`src/rtl/sub2_drv.sv`:
```
// sub2_drv: beat-sequence driver and loopback checker for the sub2 port set.
// Drives a deterministic sequence on o_sig_e..h, delays a copy of every
// driven beat by LAT cycles and compares it with what comes back on
// i_sig_i..l, counting mismatching beats (saturating at 255).
module sub2_drv #(
  parameter int NBEATS = 4,
  parameter int LAT    = 1
) (
  input  logic            i_clk,
  input  logic            i_rst_n,
  input  logic            i_start,
  input  logic [7:0]      i_seed,
  output logic            o_sig_e,
  output logic [1:0]      o_sig_f,
  output logic [0:2][7:0] o_sig_g,
  output logic [7:0]      o_sig_h [0:2],
  input  logic            i_sig_i,
  input  logic [1:0]      i_sig_j,
  input  logic [0:2][7:0] i_sig_k,
  input  logic [7:0]      i_sig_l [0:2],
  output logic            o_busy,
  output logic            o_done,
  output logic [7:0]      o_err_cnt
);

  localparam logic [1:0] S_IDLE  = 2'd0;
  localparam logic [1:0] S_DRIVE = 2'd1;
  localparam logic [1:0] S_DRAIN = 2'd2;
  localparam logic [1:0] S_DONE  = 2'd3;

  localparam int BW = 10;  // beat index, NBEATS <= 1023
  localparam int CW = 4;   // drain counter, LAT <= 8

  localparam logic [BW-1:0] LAST_BEAT  = BW'(NBEATS - 1);
  localparam logic [CW-1:0] LAST_DRAIN = CW'(LAT - 1);

  // g[n] = seed + 3*b + n, everything mod 256
  function automatic logic [0:2][7:0] beat_g(input logic [7:0] seed, input logic [7:0] b);
    logic [0:2][7:0] g;
    logic [7:0]      base;
    base = seed + b * 8'd3;
    for (int n = 0; n < 3; n++) g[n] = base + 8'(n);
    return g;
  endfunction

  function automatic logic [7:0] sat_inc(input logic [7:0] c);
    return (c == 8'hFF) ? c : c + 8'd1;
  endfunction

  logic [1:0]      r_state;
  logic [BW-1:0]   r_b;
  logic [CW-1:0]   r_drain;
  logic [7:0]      r_seed;

  logic            w_start_ok;
  logic            w_load;
  logic [7:0]      w_seed;
  logic [BW-1:0]   w_nb;
  logic [0:2][7:0] w_g;
  logic            w_mis;

  // Expected-value pipeline; index LAT-1 is the head being compared.
  logic            r_vld_p [0:LAT-1];
  logic            r_e_p   [0:LAT-1];
  logic [1:0]      r_f_p   [0:LAT-1];
  logic [0:2][7:0] r_g_p   [0:LAT-1];
  logic [0:2][7:0] r_h_p   [0:LAT-1];

  // Pick the beat that will be on the outputs next cycle (start or advance).
  always_comb begin
    w_start_ok = (r_state == S_IDLE) && i_start;
    w_load     = 1'b0;
    w_seed     = r_seed;
    w_nb       = '0;
    if (w_start_ok) begin
      w_load = 1'b1;
      w_seed = i_seed;
    end else if ((r_state == S_DRIVE) && (r_b != LAST_BEAT)) begin
      w_load = 1'b1;
      w_nb   = r_b + BW'(1);
    end
    w_g = beat_g(w_seed, w_nb[7:0]);
  end

  // Register the driven beat; zero whenever no beat is being driven.
  always_ff @(posedge i_clk or negedge i_rst_n) begin
    if (!i_rst_n) begin
      o_sig_e <= 1'b0;
      o_sig_f <= 2'd0;
      o_sig_g <= '0;
      for (int n = 0; n < 3; n++) o_sig_h[n] <= 8'd0;
    end else begin
      o_sig_e <= w_load & ~w_nb[0];
      o_sig_f <= w_load ? w_nb[1:0] : 2'd0;
      o_sig_g <= w_load ? w_g : '0;
      for (int n = 0; n < 3; n++) o_sig_h[n] <= w_load ? ~w_g[n] : 8'd0;
    end
  end

  // Sequence FSM, beat/drain counters, busy/done flags and error counter.
  always_ff @(posedge i_clk or negedge i_rst_n) begin
    if (!i_rst_n) begin
      r_state   <= S_IDLE;
      r_b       <= '0;
      r_drain   <= '0;
      r_seed    <= 8'd0;
      o_busy    <= 1'b0;
      o_done    <= 1'b0;
      o_err_cnt <= 8'd0;
    end else begin
      if (w_start_ok) o_err_cnt <= 8'd0;
      else if (r_vld_p[LAT-1] && w_mis) o_err_cnt <= sat_inc(o_err_cnt);

      case (r_state)
        S_IDLE: begin
          o_done <= 1'b0;
          if (i_start) begin
            r_state <= S_DRIVE;
            r_seed  <= i_seed;
            r_b     <= '0;
            o_busy  <= 1'b1;
          end
        end
        S_DRIVE: begin
          if (r_b == LAST_BEAT) begin
            r_state <= S_DRAIN;
            r_drain <= '0;
          end else begin
            r_b <= w_nb;
          end
        end
        S_DRAIN: begin
          if (r_drain == LAST_DRAIN) begin
            r_state <= S_DONE;
            o_busy  <= 1'b0;
            o_done  <= 1'b1;
          end else begin
            r_drain <= r_drain + CW'(1);
          end
        end
        default: begin
          r_state <= S_IDLE;
          o_done  <= 1'b0;
        end
      endcase
    end
  end

  // Valid bits of the expected pipeline: set for each cycle a beat is on the outputs.
  always_ff @(posedge i_clk or negedge i_rst_n) begin
    if (!i_rst_n) begin
      for (int k = 0; k < LAT; k++) r_vld_p[k] <= 1'b0;
    end else begin
      r_vld_p[0] <= (r_state == S_DRIVE);
      for (int k = 1; k < LAT; k++) r_vld_p[k] <= r_vld_p[k-1];
    end
  end

  // Data of the expected pipeline, copied from the registered outputs.
  always_ff @(posedge i_clk) begin
    r_e_p[0] <= o_sig_e;
    r_f_p[0] <= o_sig_f;
    r_g_p[0] <= o_sig_g;
    r_h_p[0] <= {o_sig_h[0], o_sig_h[1], o_sig_h[2]};
    for (int k = 1; k < LAT; k++) begin
      r_e_p[k] <= r_e_p[k-1];
      r_f_p[k] <= r_f_p[k-1];
      r_g_p[k] <= r_g_p[k-1];
      r_h_p[k] <= r_h_p[k-1];
    end
  end

  // Any differing bit in any returned field makes the whole beat a mismatch.
  always_comb begin
    w_mis = (i_sig_i != r_e_p[LAT-1]) ||
            (i_sig_j != r_f_p[LAT-1]) ||
            (i_sig_k != r_g_p[LAT-1]);
    for (int n = 0; n < 3; n++) begin
      if (i_sig_l[n] != r_h_p[LAT-1][n]) w_mis = 1'b1;
    end
  end

endmodule

```
`config.mk`:
```
export PLATFORM = sky130hd
export DESIGN_NAME = sub2_drv
export DESIGN_NICKNAME = d
export VERILOG_FILES = /design/src/rtl/sub2_drv.sv
export SDC_FILE = /design/constraint.sdc
export NUM_CORES = 1
export LEC_CHECK = 0
export CORE_AREA = 2 2 128 130
export CTS_CLUSTER_SIZE = 20
export DETAILED_ROUTE_END_ITERATION = 8
export DIE_AREA = 0 0 130 132
export DONT_BUFFER_PORTS = 1
export GPL_ROUTABILITY_DRIVEN = 0
export HOLD_SLACK_MARGIN = 0.03
export PLACE_DENSITY_LB_ADDON = 0.2
export SLEW_MARGIN = 40
export SYNTH_ARGS = -nofsm -noshare
export SYNTH_HDL_FRONTEND = slang
export SYNTH_SLANG_ARGS = --single-unit
export TNS_END_PERCENT = 1
```
`constraint.sdc`:
```
create_clock -name i_clk -period 7.55 [get_ports i_clk]
set_clock_uncertainty 0.05 [all_clocks]
set_input_delay 0.3775 -clock i_clk [delete_from_list [all_inputs] [get_ports i_clk]]
set_output_delay 0.3775 -clock i_clk [all_outputs]
set_load 0.02 [all_outputs]
```
==> impl_metrics.ini, run 1 <==
[run_status]
status = finished, final reports clean

[sta]
finalSetupViolations = 0
drv_slew = 0
fmax_mhz = 195
period_share_pct = 68.0
period_needed_ns = 5.13
relSlewSlack_pct = 44.2
hold_violations = 0
fin_tns_setup_ns = 0
fin_ws_ns = 2.42
rsz0062_at_grt = false
worst_slew_pin_slew_ns = 0.830

[drt]
met3WireLength_um = 883
drc = 0
vias = 3546
drtIter0Drc = 231
dr_wl_met2_um = 6000
viasPerCell = 4.80
antenna_left = 0
routed.top_layer = met4
finalWirelength_um = 12200
first_pass_iters = 4
wl_per_cell_um = 16.5
wl_met1_um = 5080

[grt]
grt_max_degree = 81
grt_pass1_wl_um = 19100
grt_pass1_vias = 3617
grt_usage_pct = 14.7
antenna_found_initial = 0
overflow = 0

[yosys]
synthesis.nets = 592
synth-async-reset-ratio_pct = 64.0
postSynthCellCount = 506
yosysUniqueCellTypes = 49
ys.flop_type = dfrtp_1
synth_area_leaders = dfrtp_1 (37%), dfxtp_1 (17%), xor2_1 (8.8%)
synth_area_per_cell_um2 = 10.8
synth_top_area_cell = dfrtp_1
synth_top_area_share_pct = 36.7
netlist_area_um2 = 5460
ys_ff_latch = 125
yosysWarnings = 0
ys_seq_area_share_pct = 53.2
synth-edff-count = 0

[place]
dpl.hpwl_um = 9180
portBuffers = 0
dpl_worst_slack_ns = 2.43
placed_cell_area_um2 = 5630

[worst_hold_path]
min_path_type = in -> reg
hp-start = i_seed[1]
hold-path-endpoint = r_seed[1]
hold_depth = 2

[setup_path]
required_ns = 7.82
cp_cell_sequence = ha_1 -> nand2b_1 -> o31ai_4 -> nand2b_1 -> nor2_1 -> fa_1 -> ha_1 -> inv_1 -> fa_1 -> xor2_1 -> nor3_1 -> and2_1 -> a31o_2 -> mux2i_1
ff2ff_setup_slack_ns = 2.42
r2r-start = r_b[0]
reg2regPathDepth = 14
slowest_delay_ns = 0.63
cp_max_fo = 18
path_class = reg -> reg
slowest_stage = nand2b_1
endpoint_kind = register
rr_endpoint = o_sig_h[7]
arrival_ns = 5.41
startpoint_type = register

[clocking]
cts.clk_slew.worst_paths_ns = 0.05
clock_path_buffers = 2
cts_tree = done
cts_buffers = 17
postCtsSetupBuffers = 0
cts_htree_levels = 4
cts-root-buf = clkbuf_16
clock_latency_ns = 0.41
cts.sinks = 125

[die]
initial_core_util_pct = 34.7
core_um2 = 15700
die_h_um = 132
die_area_um2 = 17200
row_count = 46
dieWidth_um = 130
ioPinCount = 123

[pwr]
max-vdd-ir-drop_uv = 216
power_uw = 2770
p_per_area_nw_per_um2 = 442
p_leak_uw = 0.00289

[layout]
utilization_pct = 39.9
final_common_cell = dfrtp_1
n_antenna_cell = 0
area_growth_pct = 14.7
nNetsFinal = 596
drive_above_1_share_pct = 8.80
final_cell_mix = dfrtp_1 (80), xor2_1 (55), nand2_1 (53)
fin_area_um2 = 6260

[flow_run]
maxCapViolCount = 0
cells by family (layout without fill, tap and decap cells):
group                    count (synthesis)  count (layout)  synth area share, %
XOR/XNOR                                64              64                 10.7
flip-flops                             125             125                 53.2
AND/OR/NAND/NOR                        191             191                 17.4
multiplexers                            10              10                 1.88
buffers and inverters                   31              48                 3.03
AO/OA/AOI/OAI                           61              61                 7.36
adder cells (fa/ha/maj)                 24              24                 6.46
layer usage:
metal | vias up | track usage (%)
met5 | - | 0
met4 | 0 | 5.14
met3 | 18 | 5.36
met2 | 114 | 24.1
met1 | 1706 | 17.9
li1 | 1708 | -
area by class of cell:
type,instances,area [um2]
clock buffers,18,439
repair buffers,5,65.1
inverters,11,41.3
well taps,216,270
flip-flops and latches,125,2900
fillers,1536,9450
multi-input cells,350,2410
clock inverters,14,138
metrics by stage:
| stage | instances | hold WS (ns) |
|---|---|---|
| 6_report | 739 | 0.0915 |
| 5_1_grt | 739 | 0.0823 |
| 4_1_cts | 739 | 0.0681 |
| 3_5_place_dp | 703 | 0.0354 |
| 3_3_place_gp | 703 | 0.0354 |
| 2_1_floorplan | 506 | 0.0319 |
worst max-delay path by stage:
stage	startpoint	endpoint	slack, ns
after floorplan	r_b[3]	o_sig_g[13]	3.45
after global placement	r_b[3]	o_sig_h[7]	2.63
after detailed placement	r_b[3]	o_sig_h[7]	2.43
after CTS	r_b[3]	o_sig_h[7]	2.41
after global routing	r_b[0]	o_sig_g[15]	1.88
final	r_b[0]	o_sig_h[7]	2.42
synth_stat cells, drive strengths merged, types with 10 or more instances:
| library cell | number |
|---|---|
| dfrtp | 80 |
| xor2 | 55 |
| nand2 | 53 |
| dfxtp | 45 |
| nor2 | 44 |
| o21ai | 26 |
| and2 | 20 |
| ha | 17 |
| nor4 | 15 |
| nand3 | 14 |
| buf | 13 |
| inv | 11 |
| a21oi | 10 |
registers in the layout, indices dropped and copies added, names as in the netlist, 4 cells and up:
signal	count
r_drain	4
r_g_p	23
r_seed	8
o_sig_g	19
r_b	10
r_h_p	19
o_err_cnt	8
o_sig_h	23
power by group:
group          internal, uW  total [uW]  switching, uW
clock network           493         785            292
logic                   313         819            505
registers               886        1160            276
total                  1690        2770           1070
critical path, delay by kind of cell, from the launching register on:
kind | cells | cell delay, ns
compound gates | 2 | 0.76
xor+xnor | 1 | 0.56
fa+ha+maj | 4 | 1.50
buf+inv | 1 | 0.06
flops | 1 | 0.51
mux | 1 | 0.13
simple gates | 5 | 1.48
repair_timing:
action	CTS	global route
hold buffers	4	0
resized for setup	0	0
hold endpoints to repair	82	0
Power figures use the tool's default switching activity.
==> run 2: changes to the inputs <==
--- a/config.mk
+++ b/config.mk
@@ -5,10 +5,11 @@
 export SDC_FILE = /design/constraint.sdc
 export NUM_CORES = 1
 export LEC_CHECK = 0
-export CORE_AREA = 2 2 128 130
+export ABC_AREA = 1
+export CORE_AREA = 2 2 131 133
 export CTS_CLUSTER_SIZE = 20
 export DETAILED_ROUTE_END_ITERATION = 8
-export DIE_AREA = 0 0 130 132
+export DIE_AREA = 0 0 133 135
 export DONT_BUFFER_PORTS = 1
 export GPL_ROUTABILITY_DRIVEN = 0
 export HOLD_SLACK_MARGIN = 0.03
==> constraint.sdc (replaced) <==
create_clock -name i_clk -period 5.3 [get_ports i_clk]
set_clock_uncertainty 0.05 [all_clocks]
set_input_delay 0.265 -clock i_clk [delete_from_list [all_inputs] [get_ports i_clk]]
set_output_delay 0.265 -clock i_clk [all_outputs]
set_load 0.02 [all_outputs]
==> run 2 against run 1 <==
Clock power up 45%. Via count rose by 12%. Sequential power increased by 45%. Largest cell class unchanged. Highest routed layer unchanged.
==> impl_metrics.ini, run 2 <==
[die]
row_count = 47
dieWidth_um = 133
ioPinCount = 123
initial_core_util_pct = 34.6
core_um2 = 16400
die_h_um = 135
die_area_um2 = 18000

[clocking]
cts-root-buf = clkbuf_16
clock_path_buffers = 2
postCtsSetupBuffers = 0
cts_tree = done
cts.sinks = 125
cts_htree_levels = 4
cts_buffers = 17
cts.clk_slew.worst_paths_ns = 0.06
clock_latency_ns = 0.42

[place]
dpl.hpwl_um = 9750
portBuffers = 0

[setup_path]
r2r-start = r_state[0]
required_ns = 5.60
path_class = reg -> reg
reg2regPathDepth = 16
arrival_ns = 4.36
endpoint_kind = register
rr_endpoint = o_sig_h[13]
startpoint_type = register
cp_max_fo = 29
ff2ff_setup_slack_ns = 1.24

[layout]
multi_input_area_um2 = 2430
final_common_cell = nand2_1
reg_top3 = o_sig_h (23), r_g_p (23)
drive_above_1_share_pct = 9.44
final_cell_mix = nand2_1 (127), nor2_1 (86), dfrtp_1 (80)
area_growth_pct = 15.7
seqCellArea_um2 = 2900
fillers = 1622
n_antenna_cell = 0
nNetsFinal = 730
utilization_pct = 40.1

[run_status]
status = finished, final reports clean

[yosys]
synthTopCellsByCount = nand2_1 (127), nor2_1 (87), dfrtp_1 (80), inv_1 (58), dfxtp_1 (45)
yosys.cell_count.top_type = nand2_1
synth-async-reset-ratio_pct = 64.0
postSynthCellCount = 629
ys_seq_area_share_pct = 51.1
synth_top_area_cell = dfrtp_1
yosysUniqueCellTypes = 33
synth_area_leaders = dfrtp_1 (35%), dfxtp_1 (16%), nand2_1 (8.4%)
synth_top_area_share_pct = 35.2
synthesis.nets = 715
synth_area_per_cell_um2 = 9.03
synth-edff-count = 0
yosysWarnings = 0
ys_ff_latch = 125
netlist_area_um2 = 5680
ys.flop_type = dfrtp_1

[drt]
finalWirelength_um = 13000
first_pass_iters = 4
drtIter0Drc = 181
viasPerCell = 4.51
vias = 3957
drc = 0
antenna_left = 0
wl_per_cell_um = 14.9

[sta]
rsz0062_at_grt = false
fmax_mhz = 246
finalSetupViolations = 0
period_needed_ns = 4.06
worst_hold_slack_ns = 0.251
worst_slew_pin_slew_ns = 0.584
relSlewSlack_pct = 61.1
fin_tns_setup_ns = 0
hold_violations = 0
period_share_pct = 76.6
drv_slew = 0

[grt]
gr-usage-met2_pct = 25.4
met3_usage_pct = 5.63
grt_pass1_wl_um = 21200
antenna_found_initial = 0
overflow = 0
grt_busiest_layer = met2
met1_usage_pct = 18.2
grt_pass1_vias = 4124
grt_usage_pct = 15.3
grt_max_degree = 81

[worst_hold_path]
hold-path-endpoint = r_state[0]
hp-start = i_start
hold_depth = 5
min_path_type = in -> reg

[pwr]
p_per_area_nw_per_um2 = 636
p_leak_uw = 0.00323
max-vdd-ir-drop_uv = 287

[flow_run]
maxCapViolCount = 0
==> run 2: changes by cell type after synthesis, moves of 14 or more <==
cell	previous run	this run
inv_1	11	58
nor4_1	15	0
xor2_1	55	41
xnor2_1	7	26
nand3_1	14	40
and2_1	19	3
nand2_1	53	127
nor2_1	44	87
==> run 2: critical path: stages, from the launching register on <==
cell     delay (ns)
dfrtp_1        0.38
inv_1          0.09
ha_1           0.23
nand2_1        0.07
buf_4          0.29
nand3_2        0.28
nor2_1         0.38
fa_1           0.47
ha_1           0.24
inv_1          0.07
fa_1           0.49
inv_1          0.12
ha_1           0.25
nand3_2        0.13
nor2_2         0.11
xor2_1         0.18
and2_1         0.15
==> run 2: repair_timing <==
action | CTS | global route
hold buffers | 10 | 0
resized for setup | 0 | 0
hold endpoints to repair | 88 | 0
setup endpoints to repair | 0 | 0
==> run 2: cell families (layout without fill, tap and decap cells) <==
family | count (synthesis) | count (layout) | share of synthesized area, %
AO/OA/AOI/OAI | 35 | 35 | 3.41
XOR/XNOR | 68 | 68 | 10.6
adder cells (fa/ha/maj) | 24 | 24 | 6.21
buffers and inverters | 82 | 110 | 6.14
flip-flops | 125 | 125 | 51.1
AND/OR/NAND/NOR | 295 | 295 | 22.5
==> run 2: metal layers <==
layer / part of all wire, % / vias up
li1: - / 1994
met4: 1.8 / 0
met1: 43 / 1847
met2: 48 / 97
met3: 6.8 / 19
met5: 0 / -
==> run 2: power breakdown <==
| part | total [uW] | internal [uW] | switching (uW) |
|---|---|---|---|
| registers | 1680 | 1280 | 402 |
| clock network | 1140 | 704 | 433 |
| logic | 1370 | 475 | 892 |
| total | 4180 | 2460 | 1730 |
==> run 2: per-stage QoR <==
step,setup WS [ns],total power (uW),cell area [um2],cells
floorplan,1.79,2690,5680,629
global placement,1.35,3050,5870,835
detailed placement,1.24,3060,5870,835
CTS,1.22,4240,6580,877
global route,0.837,4510,6580,877
finish,1.24,4180,6580,877
==> run 2: worst max path at each step <==
stage / from / to / cells past startpoint
3_5_place_dp: r_state[0] / o_sig_h[13] / 16
2_1_floorplan: r_state[0] / o_sig_h[13] / 17
3_3_place_gp: r_state[0] / o_sig_g[12] / 18
6_report: r_state[0] / o_sig_h[13] / 16
5_1_grt: r_state[0] / o_sig_h[11] / 16
4_1_cts: r_state[0] / o_sig_h[13] / 16
==> run 2: area by class of cell <==
type | count | share of cell area, %
clock inverters | 11 | 1.56
clock buffers | 21 | 7.34
multi-input cells | 422 | 37.0
repair buffers | 12 | 2.02
well taps | 220 | 4.19
flip-flops and latches | 125 | 44.1
inverters | 66 | 3.77
==> run 3: changes to the inputs <==
==> constraint.sdc (replaced) <==
create_clock -name i_clk -period 4 [get_ports i_clk]
set_clock_uncertainty 0.05 [all_clocks]
set_input_delay 0.2 -clock i_clk [delete_from_list [all_inputs] [get_ports i_clk]]
set_output_delay 0.2 -clock i_clk [all_outputs]
set_load 0.02 [all_outputs]
==> run 3 against run 2 <==
Utilization increased by 0.17 points. Die area unchanged. Wire length decreased by 1.7%. Total power increased by 31%. Sequential share of layout area decreased by 0.18 points. Critical path type unchanged. Highest routed layer unchanged. Combinational power increased by 36%. Register-to-register slack got worse by 0.88 ns. Sequential cell count unchanged. Cell count increased by 0.46%. Clock-buffer cell count increased by 2. Critical endpoint unchanged.
==> impl_metrics.ini, run 3 (same netlist as run 2, synthesis figures left out) <==
[drt]
viasPerCell = 4.49
wl_per_cell_um = 14.5
vias = 3954
antenna_left = 0
first_pass_iters = 4
drc = 0
drtIter0Drc = 176
finalWirelength_um = 12800

[setup_path]
ff2ff_setup_slack_ns = 0.36
arrival_ns = 3.93
required_ns = 4.29
path_class = reg -> reg
cp_max_fo = 6
startpoint_type = register
endpoint_kind = register

[layout]
drive_above_1_share_pct = 10.1
nNetsFinal = 734
n_antenna_cell = 0
area_growth_pct = 16.2
multi_input_area_um2 = 2460
seqCellArea_um2 = 2900
fillers = 1608
final_common_cell = nand2_1
reg_top3 = o_sig_h (23), r_g_p (23)
final_cell_mix = nand2_1 (126), nor2_1 (84), dfrtp_1 (80)

[grt]
grt_pass1_vias = 4136
overflow = 0
antenna_found_initial = 0
grt_max_degree = 81
grt_pass1_wl_um = 21000
grt_usage_pct = 15.3

[clocking]
cts_buffers = 17
clock_latency_ns = 0.41
cts-root-buf = clkbuf_16
cts.sinks = 125
clock_path_buffers = 2
cts.clk_slew.worst_paths_ns = 0.05
cts_htree_levels = 4
cts_tree = done

[worst_hold_path]
min_path_type = in -> reg

[pwr]
p_per_area_nw_per_um2 = 831
max-vdd-ir-drop_uv = 422
p_leak_uw = 0.00323
power_uw = 5490

[sta]
period_share_pct = 90.9
drv_slew = 0
fmax_mhz = 275
period_needed_ns = 3.64
hold_violations = 0
relSlewSlack_pct = 61.4
fin_tns_setup_ns = 0
worst_slew_pin_slew_ns = 0.579
rsz0062_at_grt = false
finalSetupViolations = 0

[die]
die_h_um = 135
core_um2 = 16400
dieWidth_um = 133
die_area_um2 = 18000
row_count = 47
ioPinCount = 123
initial_core_util_pct = 34.6

[place]
dpl.hpwl_um = 9680
portBuffers = 0

[flow_run]
maxCapViolCount = 0

[run_status]
status = finished, final reports clean
==> run 3: layout make-up <==
type,instances,share of cell area (%)
Clock buffer,23,7.58
Clock inverter,9,0.834
Inverter,66,3.75
Multi-Input combinational cell,422,37.2
Sequential cell,125,44.0
Tap cell,220,4.17
Timing Repair Buffer,16,2.50
==> run 3: worst max-delay path, stage by stage (launching register included) <==
cell and delay (ns):
dfrtp_1 0.40, inv_1 0.11, ha_1 0.32, nand3_4 0.14, nor2_1 0.30, fa_1 0.47
ha_1 0.24, inv_1 0.07, fa_1 0.49, inv_1 0.12, ha_1 0.26, nand3_2 0.14
nor2_2 0.12, xor2_1 0.18, and2_1 0.15
==> run 3: power by group <==
group | switching, uW | total (uW) | internal, uW
Clock | 540 | 1420 | 880
Sequential | 518 | 2210 | 1690
Combinational | 1210 | 1860 | 652
Total | 2270 | 5490 | 3220
==> run 3: metrics by stage <==
step	util (%)	instances	area, um2	hold slack (ns)	setup slack, ns
after floorplan	-	629	5680	-0.146	0.491
after detailed placement	35.9	837	5890	-0.142	0.240
after CTS	40.1	880	6570	0.179	0.217
after global placement	35.9	837	5890	-0.141	0.307
after global routing	40.3	881	6600	0.253	0.0245
final	40.3	881	6600	0.204	0.364
==> run 3: layer usage <==
layer  track usage, %  wire, um  vias to the layer above
met1             18.2      5470                     1833
met2             25.2      6280                      107
met3             5.74       880                       15
li1                 -         -                     1999
met4             5.79       186                        0
met5                0         0                        -
==> run 3: timing repair <==
action	4_1_cts	5_1_grt
buffers inserted	0	1
gates resized for setup	0	6
hold buffers	11	0
hold endpoints to repair	89	0
setup endpoints to repair	0	5
==> run 3: path summary, 6_finish.rpt <==
| path | start | endpoint | cells after the start |
|---|---|---|---|
| min in group asynchronous | i_rst_n | r_b[0] | 2 |
| min reg2reg | r_seed[0] | r_seed[0] | 2 |
| min | i_start | r_state[0] | 5 |
| max | r_state[1] | o_sig_h[13] | 14 |
| max reg2reg | r_state[1] | o_sig_h[13] | 14 |
| max in group asynchronous | i_rst_n | o_sig_h[4] | 2 |
